===== src/rtl/div_seq_ctrl.sv =====
// Sequential 32-bit signed non-restoring divider: one quotient bit per clock, then remainder fix and sign fix-up.
// Latency: start accepted at edge E0 -> done high after E(DW+2); divide-by-zero -> done high after E1.
// Backpressure: none; start is sampled only in IDLE, ignored while busy or in DONE, never queued.
module div_seq_ctrl #(
    parameter int DW = 32
) (
    input  logic            clk,
    input  logic            rst,
    input  logic            start,
    input  logic [DW-1:0]   dividend,
    input  logic [DW-1:0]   divisor,
    output logic            busy,
    output logic            done,
    output logic            div_by_zero,
    output logic [2*DW-1:0] out
);
    localparam int CW = (DW > 1) ? $clog2(DW) : 1;

    typedef enum logic [2:0] {
        S_IDLE = 3'd0,
        S_LOAD = 3'd1,
        S_ITER = 3'd2,
        S_FIX  = 3'd3,
        S_DONE = 3'd4
    } state_t;

    state_t          state_q, state_d;
    logic [CW-1:0]   count_q, count_d;
    logic [DW-1:0]   dvd_q,   dvd_d;      // latched dividend
    logic [DW-1:0]   dvs_q,   dvs_d;      // latched divisor
    logic [DW:0]     a_q,     a_d;        // partial remainder, signed, one guard bit
    logic [DW-1:0]   q_q,     q_d;        // quotient magnitude being built
    logic [DW:0]     m_q,     m_d;        // divisor magnitude, zero-extended
    logic            sgn_q_q, sgn_q_d;    // quotient is negative
    logic            sgn_r_q, sgn_r_d;    // remainder is negative (follows dividend)
    logic            dbz_q,   dbz_d;
    logic [2*DW-1:0] out_q,   out_d;

    logic [DW-1:0]   dvd_mag;
    logic [DW-1:0]   dvs_mag;
    logic [DW:0]     a_shift;
    logic [DW:0]     a_step;
    logic [DW:0]     a_fix;
    logic [DW-1:0]   quot;
    logic [DW-1:0]   rem;

    // Datapath: magnitudes, one non-restoring step, remainder correction, sign fix-up.
    always_comb begin
        dvd_mag = dvd_q[DW-1] ? (-dvd_q) : dvd_q;   // -(-2^31) wraps to 2^31 as unsigned, as intended
        dvs_mag = dvs_q[DW-1] ? (-dvs_q) : dvs_q;
        a_shift = {a_q[DW-1:0], q_q[DW-1]};
        a_step  = a_q[DW] ? (a_shift + m_q) : (a_shift - m_q);
        a_fix   = a_q[DW] ? (a_q + m_q) : a_q;
        quot    = sgn_q_q ? (-q_q) : q_q;
        rem     = sgn_r_q ? (-a_fix[DW-1:0]) : a_fix[DW-1:0];
    end

    // Next-state and output decode for the sequencer.
    always_comb begin
        state_d = state_q;
        count_d = count_q;
        dvd_d   = dvd_q;
        dvs_d   = dvs_q;
        a_d     = a_q;
        q_d     = q_q;
        m_d     = m_q;
        sgn_q_d = sgn_q_q;
        sgn_r_d = sgn_r_q;
        dbz_d   = dbz_q;
        out_d   = out_q;
        busy    = 1'b0;
        done    = 1'b0;

        case (state_q)
            S_IDLE: begin
                if (start) begin
                    dvd_d   = dividend;
                    dvs_d   = divisor;
                    dbz_d   = 1'b0;
                    state_d = S_LOAD;
                end
            end
            S_LOAD: begin
                busy = 1'b1;
                if (dvs_q == '0) begin
                    out_d   = {dvd_q, {DW{1'b1}}};
                    dbz_d   = 1'b1;
                    state_d = S_DONE;
                end else begin
                    sgn_q_d = dvd_q[DW-1] ^ dvs_q[DW-1];
                    sgn_r_d = dvd_q[DW-1];
                    a_d     = '0;
                    q_d     = dvd_mag;
                    m_d     = {1'b0, dvs_mag};
                    count_d = '0;
                    state_d = S_ITER;
                end
            end
            S_ITER: begin
                busy    = 1'b1;
                a_d     = a_step;
                q_d     = {q_q[DW-2:0], ~a_step[DW]};
                count_d = count_q + CW'(1);
                if (count_q == CW'(DW-1)) begin
                    state_d = S_FIX;
                end
            end
            S_FIX: begin
                busy    = 1'b1;
                a_d     = a_fix;
                out_d   = {rem, quot};
                state_d = S_DONE;
            end
            S_DONE: begin
                done    = 1'b1;
                state_d = S_IDLE;
            end
            default: begin
                state_d = S_IDLE;
            end
        endcase
    end

    // State and datapath registers; reset aborts any divide in flight.
    always_ff @(posedge clk) begin
        if (rst) begin
            state_q <= S_IDLE;
            count_q <= '0;
            dvd_q   <= '0;
            dvs_q   <= '0;
            a_q     <= '0;
            q_q     <= '0;
            m_q     <= '0;
            sgn_q_q <= 1'b0;
            sgn_r_q <= 1'b0;
            dbz_q   <= 1'b0;
            out_q   <= '0;
        end else begin
            state_q <= state_d;
            count_q <= count_d;
            dvd_q   <= dvd_d;
            dvs_q   <= dvs_d;
            a_q     <= a_d;
            q_q     <= q_d;
            m_q     <= m_d;
            sgn_q_q <= sgn_q_d;
            sgn_r_q <= sgn_r_d;
            dbz_q   <= dbz_d;
            out_q   <= out_d;
        end
    end

    assign div_by_zero = dbz_q;
    assign out         = out_q;

endmodule

===== config.mk =====
export PLATFORM = sky130hd
export DESIGN_NAME = div_seq_ctrl
export DESIGN_NICKNAME = d
export VERILOG_FILES = /design/src/rtl/div_seq_ctrl.sv
export SDC_FILE = /design/constraint.sdc
export NUM_CORES = 1
export LEC_CHECK = 0
export ABC_CLOCK_PERIOD_IN_PS = 4820
export CAP_MARGIN = 20
export CELL_PAD_IN_SITES_DETAIL_PLACEMENT = 1
export CELL_PAD_IN_SITES_GLOBAL_PLACEMENT = 1
export CORE_MARGIN = 3
export CORE_UTILIZATION = 41
export CTS_BUF_LIST = sky130_fd_sc_hd__clkbuf_2 sky130_fd_sc_hd__clkbuf_4 sky130_fd_sc_hd__clkbuf_8
export CTS_CLUSTER_DIAMETER = 60
export CTS_CLUSTER_SIZE = 20
export DETAILED_ROUTE_END_ITERATION = 7
export GPL_ROUTABILITY_DRIVEN = 0
export MAX_ROUTING_LAYER = met4
export PLACE_DENSITY_LB_ADDON = 0.12
export SETUP_SLACK_MARGIN = 0.05
export SYNTH_ARGS = -nofsm -noshare
export SYNTH_HDL_FRONTEND = slang
export SYNTH_SLANG_ARGS = --single-unit

===== constraint.sdc =====
create_clock -name clk -period 4.82 [get_ports clk]
set_input_delay 0.482 -clock clk [delete_from_list [all_inputs] [get_ports clk]]
set_output_delay 0.482 -clock clk [all_outputs]
set_load 0.1 [all_outputs]

Yosys cells after proc, flatten, opt, wreduce, memory -nomap -nowiden --
Index checks and enable logic that the tools add are counted.
Storage, ports and cells: register bits 236, input port bits 67, word-level logic and storage cells 68
Cells by class: add/subtract/negate cells 8, equality and inequality tests 9, mux-type cells 23, bitwise gates (word level) 3, reduce and logical (&&, ||, !) cells 14
Operators by type and width (count):
- 32-bit two-way mux | 5
- 32-bit negation | 4
- 64-bit case mux with 2 select lines | 1
- 33-bit two-way mux | 3
- 33-bit case mux with 3 select lines | 1
- 33-bit by 32-bit adder with 33-bit output | 2
- 64-bit two-way mux | 1
- 32-bit case mux with 2 select lines | 1
- 33-bit by 32-bit subtractor with 33-bit output | 1
- 32-bit logical NOT | 1
- 3-bit case mux with 4 select lines | 1
- 2-bit AND reduction | 6
- 5-bit case mux with 2 select lines | 1
- 3-bit two-way mux | 3
- 2-bit inequality test, second input constant | 4
- 3-bit by 2-bit equality test with 1-bit output, second input constant | 2
- 2-bit nonzero test | 3
- 5-bit by 1-bit adder with 5-bit output, second input constant | 1
- 5-bit equality test, second input constant | 1
- 5-bit two-way mux | 1
- 1-bit two-way mux | 4
- 3-bit by 1-bit equality test with 1-bit output, second input constant | 1
- 3-bit equality test, second input constant | 1
- 3-bit logical NOT | 1
- other kinds (6) | 7

Logic depth before layout (Yosys ltp) --
word-level depth 5, depth in mapped cells 20, mapped depth without buffers 20

Worst setup path before layout --
No wires, ideal clock.
path kind register -> register, from reg a_q[32], to reg a_q[32], arrival 4.673 ns, setup slack 0.069 ns, stages on the path, launching flop included 21, period minus slack after synthesis 4.751 ns, path through dfxtp_1 > buf_2 > buf_2 > clkbuf_1 > buf_1 > buf_1 > clkbuf_1 > a21oi_1 > xor2_1 > ha_1 > a21o_1 > a21o_1 > a21o_1 > a31oi_1 > a21boi_0 > o41ai_1 > a41o_1 > a221oi_1 > xnor2_1 > o211a_1 > nor3_1
Between the ends: cells in the longest elaborated chain, start to end 3, elaborated cells on any way between the ends 4
RTL lines:
- from (decl) | line 31 | logic [DW:0] a_q, a_d;
- from (signal assigned) | line 131 | a_q <= '0;
- from (signal assigned) | line 143 | a_q <= a_d;
- 33-bit by 32-bit adder with 33-bit output | line 53 | a_fix = a_q[DW] ? (a_q + m_q) : a_q;
- 33-bit two-way mux | line 53
- 33-bit case mux with 3 select lines * | line 74 | case (state_q)
Mark *: on every way between the ends. The rest lies on a longest branch, timed or not. A chain may end at the register's enable or synchronous reset.

Worst setup path in the final report --
from reg m_q[7], to reg a_q[32]
Between the ends: cells in the longest elaborated chain, start to end 3, elaborated cells on any way between the ends 6
RTL lines:
- from (decl) | line 33 | logic [DW:0] m_q, m_d;
- from (signal assigned) | line 145 | m_q <= m_d;
- 33-bit by 32-bit adder with 33-bit output, or another cell as far along | line 53
- 33-bit two-way mux, on equally long branches | line 53, 52
- 33-bit case mux with 3 select lines * | line 74
Marked as above.

==> flow_summary_export.csv <==
group,metric,value,unit
grt,grt_pass1_wl,90100,um
critical_path,crit_family,"compound AO/OA/AOI/OAI gates",
drt,detail-route-antenna-nets,0,
finish,drive_gt1_share,8.41,%
sta,final_max_slew_viol_count,0,
sta,max_freq,220,MHz
finish,finalInstanceArea,0.0185,sq mm
sta,finalSetupViolations,0,
sta,skew,56.8,ps
drt,wl_per_cell,21.2,um
critical_path,worstPathArrival,5080,ps
finish,multi_input_area,0.0106,sq mm
pwr,power_density,350,mW/mm^2
floorplan,start_util,41.8,%
sta,finalHoldViolCount,0,
grt,overflow,0,
critical_path,endpoint_kind,"flip-flop",
clocking,cts_tree,"done",
sta,min_period,4550,ps
sta,worstMarginPinSlew,1040,ps
place,portBuffers,133,
clocking,clkLatencyLatePin,650,ps
floorplan,chipWidth,203,um
synth,synth_cells,2060,
drt,drt-pass1-iter-count,5,
clocking,clockRootBuffer,"clkbuf_8",
sta,finalSetupTns,0,ps
place,placed_area,0.0178,sq mm
critical_path,path_buf_inv,1,
synth,synth_top_family_by_area,"compound AO/OA/AOI/OAI gates",
place,dp_hpwl,43300,um
synth,synth_compound_area_share,27.2,%
run,maxCapViolations,0,
pwr,p_leak,7.08,nW
grt,antenna_found_initial,0,
clocking,clockBufferDepth,3,
synth,synth_xor_area_share,9.66,%
finish,diodes,0,
finish,fin_nets,2285,
grt,track_usage,27.7,%
finish,synthToLayoutAreaGrowth,16.5,%
synth,syn_area,0.0159,sq mm
sta,fin_crit_sh,94.4,%
floorplan,fp.dieArea,0.0411,sq mm
floorplan,core_area,0.0379,sq mm
floorplan,die_h,203,um
critical_path,crit_chain,"or4_4 -> nor4_4 -> nand2b_1 -> inv_1 -> nand2_1 -> nor3_4 -> a21oi_1 -> xor2_1 -> ha_1 -> a21oi_2 -> o21ai_0 -> a31oi_1 -> o21ai_0 -> nor3_1 -> o41ai_1 -> a41o_1 -> a221oi_2 -> xnor2_1 -> o211a_1 -> nor3_1",
synth,synthAdderAreaFrac,6.01,%
critical_path,critPathSlowestCell,"or4_4",
synth,synth_edf_count,0,
clocking,clkTransAtPathRegs,90,ps
sta,relSlewSlack,30.2,%
pwr,finalPower,6.47,mW
critical_path,worst_ep_required_time,5350,ps
finish,fillers,4671,
drt,drt-total-wl,56700,um
critical_path,slowest_delay,590,ps
floorplan,num_io_pins,134,
drt,drc_errors,0,
critical_path,worstPathMaxFanout,6,
clocking,cts_buffers,26,
synth,async_flop_share,0,%
drt,vias_per_cell,5.97,
synth,synth_mux_area_share,1.85,%
critical_path,setup.worst_path.class,"flip-flop to flip-flop",
synth,ys.flop_type,"dfxtp_1",
outcome,status,"completed",
finish,final_util,48.7,%
finish,regArea,0.00473,sq mm
grt,grt_pass1_vias,15800,
clocking,htreeDepth,1,
floorplan,rows,71,
min_path,hp-class,"input port to flip-flop",
synth,synth-seq-cells,236,
pwr,ir_drop,213,uV
clocking,clkSinkCount,236,
synth,syn_avg_cell_area,7.70,sq um
synth,yosys_warnings,0,
synth,syn_nets,2202,
synth,yosysSeqAreaShare,29.8,%
grt,grt_start_max_net_pins,88,
critical_path,start_kind,"flip-flop",
drt,drtIter0Drc,1298,
synth,yosys.cell_types.count,85,
sta,timing.final.ws_setup,271,ps
place,post-place-ws,-51.8,ps
synth,yosys.area_share.simple,21.2,%
drt,vias,16000,
[layout make-up]
| type | count | area share [%] |
|---|---|---|
| Multi-Input combinational cell | 1651 | 57.2 |
| Clock buffer | 26 | 1.94 |
| Inverter | 37 | 0.752 |
| Timing Repair Buffer | 191 | 9.75 |
| Tap cell | 511 | 3.46 |
| Clock inverter | 22 | 1.35 |
| Sequential cell | 236 | 25.6 |
[cell families after synthesis]
family	after synthesis
AND/OR/NAND/NOR	734
AO/OA/AOI/OAI	640
flip-flops	236
XOR/XNOR	175
buffers and inverters	173
adder cells (fa/ha/maj)	75
multiplexers	27
[layout by cell type (no fill, tap or decap), drive strengths merged, types with 9 or more instances in the layout]
cell type      count
nand2            304
dfxtp            236
a21oi            210
nor2             189
clkdlybuf4s50    132
xnor2             98
o21ai             90
xor2              77
ha                73
buf               59
inv               49
a211oi            46
nor3              45
nand3             40
a22oi             32
a21o              31
o31ai             28
clkbuf            26
a31oi             25
o211ai            23
o22ai             22
or4               20
and3              20
nand2b            19
mux2i             19
nand4             19
or3               18
o41ai             18
a221oi            17
o221a             15
a222oi            14
nor4              13
nor2b             11
a311oi            11
or2                9
clkinv             9
[flip-flops by register name, summed over array words and instances, names as in the netlist]
register / flops
q_q: 32
dvs_q: 32
m_q: 32
sgn_r_q: 1
state_q: 3
dvd_q: 32
out: 64
div_by_zero: 1
a_q: 33
sgn_q_q: 1
count_q: 5
[worst reg2reg max path, cell delays in order (launching register included)]
cell      delay [ps]
dfxtp_1          380
or4_4            590
nor4_4           180
nand2b_1         190
inv_1            110
nand2_1           90
nor3_4           170
a21oi_1          120
xor2_1           250
ha_1             310
a21oi_2          210
o21ai_0          110
a31oi_1          200
o21ai_0          150
nor3_1           160
o41ai_1          140
a41o_1           300
a221oi_2         280
xnor2_1          120
o211a_1          210
nor3_1           190
[power breakdown]
part           switching, mW  internal, mW  total [mW]  leakage [nW]
clock network          0.965         0.600        1.57         0.306
logic                   1.61          1.01        2.62          4.85
registers              0.211          2.07        2.28          1.92
total                   2.78          3.68        6.47          7.08
[Yosys cell counts (9+ instances only)]
| cell | n | share of area, % |
|---|---|---|
| a222oi_1 | 14 | 0.88 |
| or3_1 | 16 | 0.63 |
| o21ai_0 | 88 | 2.8 |
| a21oi_1 | 209 | 6.6 |
| a211oi_1 | 44 | 2.1 |
| o221a_2 | 15 | 1.1 |
| a22oi_1 | 32 | 1.5 |
| ha_1 | 73 | 5.8 |
| nand4_1 | 18 | 0.71 |
| xor2_1 | 77 | 4.3 |
| nand2_1 | 304 | 7.2 |
| inv_1 | 37 | 0.88 |
| a21o_1 | 31 | 1.5 |
| a311oi_1 | 11 | 0.61 |
| nand2b_1 | 19 | 0.75 |
| o41ai_1 | 16 | 0.88 |
| o31ai_1 | 26 | 1.2 |
| nor3_1 | 44 | 1.4 |
| and3_1 | 18 | 0.71 |
| nor2_1 | 189 | 4.5 |
| dfxtp_1 | 236 | 30 |
| or4_1 | 19 | 0.90 |
| o211ai_1 | 22 | 1.0 |
| o22ai_1 | 22 | 0.87 |
| a31oi_1 | 24 | 0.95 |
| mux2i_1 | 18 | 1.1 |
| buf_1 | 11 | 0.26 |
| clkbuf_1 | 113 | 2.7 |
| nor2b_1 | 11 | 0.43 |
| nand3_1 | 39 | 1.2 |
| xnor2_1 | 98 | 5.4 |
| buf_2 | 9 | 0.28 |
| nor4_1 | 13 | 0.51 |
| a221oi_1 | 14 | 0.77 |
[per-stage QoR]
stage	cells	hold slack, ps
after floorplan	2060	447
after global placement	2623	451
after detailed placement	2623	453
after CTS	2671	245
after global routing	2674	278
final	2674	269
[worst paths after layout]
| check | from | end | slack (ps) | cells past startpoint |
|---|---|---|---|---|
| min | rst | out[62]$_SDFFE_PP0P_ | 270 | 2 |
| max | m_q[7]$_SDFFE_PP0P_ | a_q[32]$_SDFFE_PP0P_ | 270 | 20 |
| max reg2reg | m_q[7]$_SDFFE_PP0P_ | a_q[32]$_SDFFE_PP0P_ | 270 | 20 |
| min reg2reg | dvd_q[31]$_SDFFE_PP0P_ | dvd_q[31]$_SDFFE_PP0P_ | 470 | 2 |
[repair_timing]
| action | in CTS | in global routing |
|---|---|---|
| gates cloned | 0 | 0 |
| buffers inserted | 0 | 2 |
| endpoints found under the hold margin | 0 | 0 |
| gates resized for setup | 3 | 10 |
| endpoints found under the setup margin | 2 | 8 |
| hold buffers | 0 | 0 |
| pin swaps | 0 | 1 |
[metal layers]
metal / global-route usage [%] / wire [um] / vias up / share of wire, %
met1: 39.2 / 27300 / 7772 / 48
met4: 6.58 / 1310 / 0 / 2.3
met3: 3.29 / 3260 / 74 / 5.8
li1: - / - / 7685 / -
met5: - / 0 / - / 0
met2: 42.5 / 24800 / 444 / 44
(Power assumes the default switching activity.)
